### src/rtl/matmul_seq_ctrl.sv
// Sequential NxN matrix multiplier controller: one 8x8 MAC per cycle, results streamed
// over valid/ready. Define MATMUL_SAT_EN to saturate the accumulator instead of wrapping.

module sixtnbit_multiplier (
  input  logic [7:0]  a_i,
  input  logic [7:0]  b_i,
  output logic [15:0] p_o
);
  assign p_o = 16'(a_i) * 16'(b_i);
endmodule

module matmul_seq_ctrl #(
  parameter  int unsigned N     = 2,
  parameter  int unsigned ACC_W = 18,
  localparam int unsigned AW    = $clog2(N * N)
) (
  input  logic             clk,
  input  logic             rst_n,
  input  logic             wr_en,
  input  logic             wr_sel,
  input  logic [AW-1:0]    wr_addr,
  input  logic [7:0]       wr_data,
  input  logic             start,
  output logic             busy,
  output logic             c_valid,
  input  logic             c_ready,
  output logic [AW-1:0]    c_addr,
  output logic [ACC_W-1:0] c_data,
  output logic             c_sat,
  output logic             done
);

  localparam int unsigned IW = $clog2(N);
  localparam int unsigned NE = N * N;

  typedef enum logic [1:0] {StIdle, StMac, StEmit, StDone} state_e;

  state_e           state_q, state_d;
  logic [IW-1:0]    i_q, i_d, j_q, j_d, k_q, k_d;
  logic [ACC_W-1:0] acc_q, acc_d, c_data_q, c_data_d, acc_next;
  logic [AW-1:0]    c_addr_q, c_addr_d;
  logic [7:0]       a_q [NE];
  logic [7:0]       a_d [NE];
  logic [7:0]       b_q [NE];
  logic [7:0]       b_d [NE];
  logic [AW-1:0]    a_idx, b_idx;
  logic [15:0]      prod;
  logic             last_i, last_j, last_k;

  assign last_i = (i_q == IW'(N - 1));
  assign last_j = (j_q == IW'(N - 1));
  assign last_k = (k_q == IW'(N - 1));
  assign a_idx  = AW'(32'(i_q) * N + 32'(k_q));
  assign b_idx  = AW'(32'(k_q) * N + 32'(j_q));

  sixtnbit_multiplier u_mul (
    .a_i (a_q[a_idx]),
    .b_i (b_q[b_idx]),
    .p_o (prod)
  );

`ifdef MATMUL_SAT_EN
  logic [ACC_W:0] sum;
  logic           ovf;
  logic           sat_q, sat_d, c_sat_q, c_sat_d;

  assign sum      = {1'b0, acc_q} + (ACC_W + 1)'(prod);
  assign ovf      = sum[ACC_W];
  assign acc_next = ovf ? '1 : sum[ACC_W-1:0];

  // Sticky overflow flag for the element currently being accumulated.
  always_comb begin
    sat_d   = sat_q;
    c_sat_d = c_sat_q;
    case (state_q)
      StIdle: if (start) sat_d = 1'b0;
      StMac: begin
        sat_d = sat_q | ovf;
        if (last_k) c_sat_d = sat_q | ovf;
      end
      StEmit: if (c_ready) sat_d = 1'b0;
      default: ;
    endcase
  end

  always_ff @(posedge clk or negedge rst_n) begin
    if (!rst_n) begin
      sat_q   <= 1'b0;
      c_sat_q <= 1'b0;
    end else begin
      sat_q   <= sat_d;
      c_sat_q <= c_sat_d;
    end
  end

  assign c_sat = c_sat_q;
`else
  assign acc_next = acc_q + ACC_W'(prod);
  assign c_sat    = 1'b0;
`endif

  always_comb begin
    state_d  = state_q;
    i_d      = i_q;
    j_d      = j_q;
    k_d      = k_q;
    acc_d    = acc_q;
    c_data_d = c_data_q;
    c_addr_d = c_addr_q;
    a_d      = a_q;
    b_d      = b_q;
    case (state_q)
      StIdle: begin
        if (wr_en && (32'(wr_addr) < NE)) begin
          if (wr_sel) b_d[wr_addr] = wr_data;
          else        a_d[wr_addr] = wr_data;
        end
        if (start) begin
          i_d     = '0;
          j_d     = '0;
          k_d     = '0;
          acc_d   = '0;
          state_d = StMac;
        end
      end
      StMac: begin
        acc_d = acc_next;
        if (last_k) begin
          c_data_d = acc_next;
          c_addr_d = AW'(32'(i_q) * N + 32'(j_q));
          k_d      = '0;
          state_d  = StEmit;
        end else begin
          k_d = k_q + IW'(1);
        end
      end
      StEmit: begin
        if (c_ready) begin
          acc_d = '0;
          if (last_i && last_j) begin
            state_d = StDone;
          end else begin
            state_d = StMac;
            if (last_j) begin
              j_d = '0;
              i_d = i_q + IW'(1);
            end else begin
              j_d = j_q + IW'(1);
            end
          end
        end
      end
      StDone:  state_d = StIdle;
      default: state_d = StIdle;
    endcase
  end

  always_ff @(posedge clk or negedge rst_n) begin
    if (!rst_n) begin
      state_q  <= StIdle;
      i_q      <= '0;
      j_q      <= '0;
      k_q      <= '0;
      acc_q    <= '0;
      c_data_q <= '0;
      c_addr_q <= '0;
      for (int unsigned e = 0; e < NE; e++) begin
        a_q[e] <= '0;
        b_q[e] <= '0;
      end
    end else begin
      state_q  <= state_d;
      i_q      <= i_d;
      j_q      <= j_d;
      k_q      <= k_d;
      acc_q    <= acc_d;
      c_data_q <= c_data_d;
      c_addr_q <= c_addr_d;
      a_q      <= a_d;
      b_q      <= b_d;
    end
  end

  assign busy    = (state_q != StIdle);
  assign c_valid = (state_q == StEmit);
  assign done    = (state_q == StDone);
  assign c_addr  = c_addr_q;
  assign c_data  = c_data_q;

endmodule

### config.mk
export PLATFORM = sky130hd
export DESIGN_NAME = matmul_seq_ctrl
export DESIGN_NICKNAME = d
export VERILOG_FILES = /design/src/rtl/matmul_seq_ctrl.sv
export SDC_FILE = /design/constraint.sdc
export NUM_CORES = 1
export LEC_CHECK = 0
export CORE_MARGIN = 1.5
export CORE_UTILIZATION = 35
export DETAILED_ROUTE_END_ITERATION = 6
export PLACE_DENSITY = 0.51
export SYNTH_ARGS = -nofsm -noshare
export SYNTH_HDL_FRONTEND = slang
export SYNTH_SLANG_ARGS = --single-unit
### constraint.sdc
create_clock -name clk -period 5.8 [get_ports clk]
set_clock_uncertainty 0.2 [all_clocks]
set_input_delay 1.16 -clock clk [delete_from_list [all_inputs] [get_ports clk]]
set_output_delay 1.16 -clock clk [all_outputs]
set_load 0.01 [all_outputs]
* Word-level counts from Yosys, hierarchy flattened *
Index checks and enable logic that the tools add are counted.

word-level totals
  flip-flop bits (word level) = 107
  logic and storage cells = 83

cells by class
  $add $sub $neg = 7
  $mul = 1
  magnitude comparators = 4
  equal/unequal tests = 8
  muxes and demuxes = 29
  bitwise logic cells = 4
  reductions and logical operators = 15

operators with widths
  cell                                                       count
  bitwise mux 32 bit                                         2
  one-hot mux 18 bit (3 select lines)                        1
  two-way mux 8 bit                                          5
  two-way mux 18 bit                                         2
  binary-select mux 8 bit (select 2 bit)                     2
  adder 18 x 16 -> 18 bit                                    1
  demux 8 bit (select 2 bit)                                 1
  multiplier 8 x 8 -> 16 bit                                 1
  AND reduction 3 bit                                        4
  greater-or-equal comparator 3 bit (second input constant)  3
  NOT 2 -> 3 bit                                             3
  two-way mux 1 bit                                          8
  two-way mux 2 bit                                          4
  one-hot mux 2 bit (4 select lines)                         1
  adder 2 x 1 -> 2 bit                                       3
  != test 2 bit (second input constant)                      3
  one-hot mux 1 bit (2 select lines)                         3
  nonzero test 2 bit                                         3
  AND reduction 5 bit                                        1
  == test 2 bit (second input constant)                      2
  != test 2 x 1 -> 1 bit (second input constant)             2
  AND reduction 2 bit                                        2
  AND reduction 4 bit                                        1
  adder 1 bit (second input constant)                        3
  other kinds (6)                                            7

* Logic depth before layout (Yosys ltp) *
  depth in word-level cells = 8
  mapped depth = 19

* By module *
A second synthesis with hierarchy kept.

unflattened totals
  cells, all modules = 703
  area, all modules = 7671.1 sq um

by module, submodules not included
  module               instances  cells each  area each (sq um)  sequential area each (sq um)
  matmul_seq_ctrl      1          444         5467.7             2677.6
  sixtnbit_multiplier  1          259         2203.4             0.0

* Worst setup path before layout *
Ideal clock, no wire load.

  kind = flip-flop to flip-flop
  from = reg k_q
  to = reg acc_q[17]
  data arrival time = 4.953 ns
  data required time = 5.474 ns
  slack = 0.521 ns
  stages on the path, launching flop included = 17
  clock period less this slack = 5.279 ns
  path through = dfrtp_1 > buf_2 > buf_2 > mux4_2 > and2_1 > fa_1 > fa_1 > fa_1 > inv_1 > fa_1 > inv_1 > ha_1 > a21o_1 > o21ai_0 > a31oi_1 > nand2b_1 > a221o_1

between the ends
  word-level cells in the longest chain between the ends = 8

ends and longest elaborated chain
  what                                                       line    text
  start, declared                                            39      logic [IW-1:0] i_q, i_d, j_q, j_d, k_q, k_d;
  start signal, assigned                                     175     k_q <= k_d;
  adder 2 x 1 -> 2 bit (on tied branches)                    53, 54
  NOT 2 -> 3 bit (on tied branches)                          57, 58
  binary-select mux 8 bit (select 2 bit) (on tied branches)  57, 58
  two-way mux 8 bit (on tied branches) (2 in a row)          57, 58
  multiplier 8 x 8 -> 16 bit (*)                             9       assign p_o = 16'(a_i) * 16'(b_i);
  adder 18 x 16 -> 18 bit (*)                                98      assign acc_next = acc_q + ACC_W'(prod);
  one-hot mux 18 bit (3 select lines) (*)                    112     case (state_q)
  end signal, assigned                                       164     acc_q <= '0;
  end signal, assigned                                       176     acc_q <= acc_d;
  end, declared                                              40      logic [ACC_W-1:0] acc_q, acc_d, c_data_q, c_data_d, acc_next;

Every way passes the cells marked *; elsewhere a longest branch is shown, timed or not. The select of a mux whose other input is x is not followed.
A chain may end at the register's enable or synchronous reset.

* Final worst setup path *
  from = reg k_q
  to = reg c_data_q[14] (netlist: c_data[14])

between the ends
  word-level cells in the longest chain between the ends = 7

ends and longest elaborated chain
  what                                                       line    text
  adder 2 x 1 -> 2 bit (on tied branches)                    53, 54
  NOT 2 -> 3 bit (on tied branches)                          57, 58
  binary-select mux 8 bit (select 2 bit) (on tied branches)  57, 58
  two-way mux 8 bit (on tied branches) (2 in a row)          57, 58
  multiplier 8 x 8 -> 16 bit                                 9
  adder 18 x 16 -> 18 bit                                    98
  end signal, assigned                                       177     c_data_q <= c_data_d;
  end, declared                                              40

Parallel ways exist; a longest one is shown, timed or not. The select of a mux whose other input is x is not followed.

==> impl_metrics.toml <==
[drt]
drt_wl_total_um = 15210
viasPerCell = 4.875
postRouteAntennaNets = 0
post-route-drc-count = 0
vias = 4597
firstDrtPassIters = 4
drtIter0Drc = 178
wire_per_inst_um = 16.13

[placement]
gp_congestion = 0.7817
io_buffer_count = 38
hpwlAfterDp_um = 11740

[critical_path]
cp-start-kind = "flop"
timing.critical_path.buf_inv = 4
r2r_cells = 17
path_class = "reg -> reg"
path_max_fanout = 19
crit_required_ns = 5.81
cpMaxStageDelayCell = "mux4_2"
reg2reg_slack_ns = 0.25
slowest_delay_ns = 0.65
path_cells = "buf_12, mux4_2, and2_1, fa_1, fa_1, inv_1, fa_1, fa_1, inv_1, ha_1, a21o_1, a21oi_2, a21oi_1, o21ai_0, buf_4, mux2i_1, o311ai_0"
endpoint_kind = "flop"
reg2reg_from = "k_q"
crit_family = "adder cells"
crit_path_frequent_cell = "fa_1"
rr_endpoint = "c_data[14]"
cp.arrival_ns = 5.56

[global_route]
grt_pass1_vias = 4842
grt_usage = 0.1514
grt_max_degree = 69
grt_pass1_wl_um = 25640
antenna_found_initial = 0
overflow = 0

[synth]
yosysWarningCount = 0
syn-num-nets = 737
synth_top_area_cell = "dfrtp_1"
synth_area_per_cell_sq_um = 11.39
synth_cell_types = 42
synth-seq-cells = 107
syn_area_sq_um = 7188
synth_top_area_share = 0.3725
synthCells = 631
yosysSeqAreaShare = 0.3725
netlist_top_cells_area = "dfrtp_1, fa_1, mux2_2, ha_1, mux4_2"

[timing]
layout_min_cycle_time_ns = 5.549
rsz0062_at_grt = "no"
worst-slew-pin-transition_ns = 1.035
whs_ns = 0.2795
hold_viol_final = 0
fmax_ghz = 0.1802
fin_tns_setup_ns = 0
finalCritPeriodShare = 0.9567
setup-violations-final = 0
finalMaxSlewViolations = 0
slew-limit-headroom = 0.3097

[clock_network]
clockRootBuffer = "clkbuf_16"
cts_max_level = 3
clock_sinks = 107
worstSkewPairLatency_ns = 0.37
hold_buffers = 0
clock_path_buffers = 2
numCtsBuffers = 9
clk_pin_slew_worst_paths_ns = 0.08
cts_tree = "done"

[status]
outcome = "complete, no violations"

[floorplan]
core_area_sq_um = 20170
die_h_um = 146.3
num_io_pins = 40
row_count = 52
die_area_sq_um = 21410
start_util = 0.3564
die_w_um = 146.3

[worst_hold_path]
hold_end = "c_data[4]"
min_from = "c_data[4]"
hold_depth = 2
hold_path.class = "reg -> reg"

[cells_and_area]
fin_nets = 774
drive_gt1_frac = 0.1917
antenna_cells = 0
synthToLayoutAreaGrowth_pct = 14.17

[flow_run]
maxCapViolations = 0
-- how the worst max path moves through the flow --
stage,from,slack (ns),cells past startpoint,end
6_report,k_q,0.25,17,c_data[14]
5_1_grt,k_q,0.05,16,acc_q[17]
4_1_cts,j_q,0.09,16,c_data[14]
3_5_place_dp,j_q,0.14,16,c_data[14]
3_3_place_gp,j_q,0.19,16,c_data[14]
2_1_floorplan,k_q,0.52,16,acc_q[17]
-- routing by layer --
| metal | global-route usage | share of wire |
|---|---|---|
| met1 | 0.2062 | 0.48 |
| met2 | 0.2488 | 0.48 |
| met3 | 0.02656 | 0.027 |
| met4 | 0.04242 | 0.015 |
| met5 | 0 | 0 |
-- cell usage after synthesis, drive strengths merged --
cell and n:
dfrtp 107, inv 90, mux2 78, nand2 61
fa 50, ha 40, and2 39, nor2 20
a21oi 18, mux4 16, buf 15, o21ai 13
a22o 12, xnor2 8, nand2b 6, a21o 5
clkbuf 5, nand4 5, nor2b 5, and3 4
nand3 4, nor3 4, a31oi 3, nand4b 3
o21bai 3, mux2i 2, xor2 2, a211oi 1
a21boi 1, a221o 1, and4 1, conb 1
nand3b 1, nor4b 1, o211ai 1, o21ba 1
o22ai 1, o311ai 1, o41ai 1, xnor3 1
-- final cells by class --
class                   count  area [sq um]
inverters                  90         337.8
fillers                  1980         11960
flip-flops and latches    107          2680
clock inverters             7         91.34
well taps                 270         337.8
repair buffers             46         450.4
clock buffers               9         225.2
multi-input cells         414          4084
-- through the flow --
stage | util | setup WS, ns | area [sq um] | std cells
final | 0.4069 | 0.2512 | 8207 | 943
after global routing | 0.4069 | 0.05029 | 8207 | 943
after CTS | 0.4059 | 0.09469 | 8187 | 942
after detailed placement | 0.3902 | 0.1378 | 7870 | 926
after global placement | 0.3902 | 0.1899 | 7870 | 926
after floorplan | - | 0.5207 | 7188 | 631
-- worst min-delay path, delay by kind of cell, from the launching register on --
family           cells  cell delay (ns)
flip-flops           1             0.34
AO/OA/AOI/OAI        1             0.06
AND/OR/NAND/NOR      1             0.05
-- sequential cells by signal, indices dropped and copies added (netlist names) --
name,count
a_q,32
acc_q,18
b_q,32
c_addr,2
c_data,18
i_q,1
j_q,1
k_q,1
state_q,2
-- cells by family (layout without fill, tap and decap cells) --
logic type      after synthesis  in the layout  share of synthesized area
simple gates                154            154                     0.1064
buf+inv                     110            152                    0.06075
flops                       107            107                     0.3725
mux                          96             96                     0.1751
fa+ha+maj                    90             90                     0.2089
compound gates               62             62                    0.06058
xor+xnor                     11             11                    0.01532
other cells                   1              1                  0.0005217
-- layout by cell type, fill, tap and decap left out, types with 2 or more instances in the layout --
cell type | netlist | routed
dfrtp_1 | 107 | 105
inv_1 | 90 | 90
mux2_2 | 78 | 78
nand2_1 | 61 | 61
fa_1 | 50 | 50
and2_1 | 39 | 39
ha_1 | 40 | 39
clkdlybuf4s50_1 | 0 | 37
nor2_1 | 20 | 20
mux4_2 | 16 | 16
a21oi_1 | 15 | 13
o21ai_0 | 13 | 13
a22o_1 | 12 | 12
clkbuf_16 | 0 | 9
xnor2_1 | 8 | 8
buf_4 | 2 | 8
nand2b_1 | 6 | 6
nor2b_1 | 5 | 5
a21oi_2 | 3 | 5
a21o_1 | 5 | 5
nand4_1 | 5 | 5
and3_1 | 4 | 4
nand3_1 | 4 | 4
nor3_1 | 4 | 4
clkinv_8 | 0 | 4
nand4b_1 | 3 | 3
a31oi_1 | 3 | 3
o21bai_1 | 3 | 3
xor2_1 | 2 | 2
mux2i_1 | 2 | 2
inv_6 | 0 | 2
dfrtp_2 | 0 | 2
-- timing repair --
action                     in CTS  in global routing
resized for setup               0                  5
setup buffers                   0                  1
setup endpoints to repair       0                  7
Power is not shown: default switching activity piles up to over one toggle a cycle in this logic, so the estimate is an artifact.
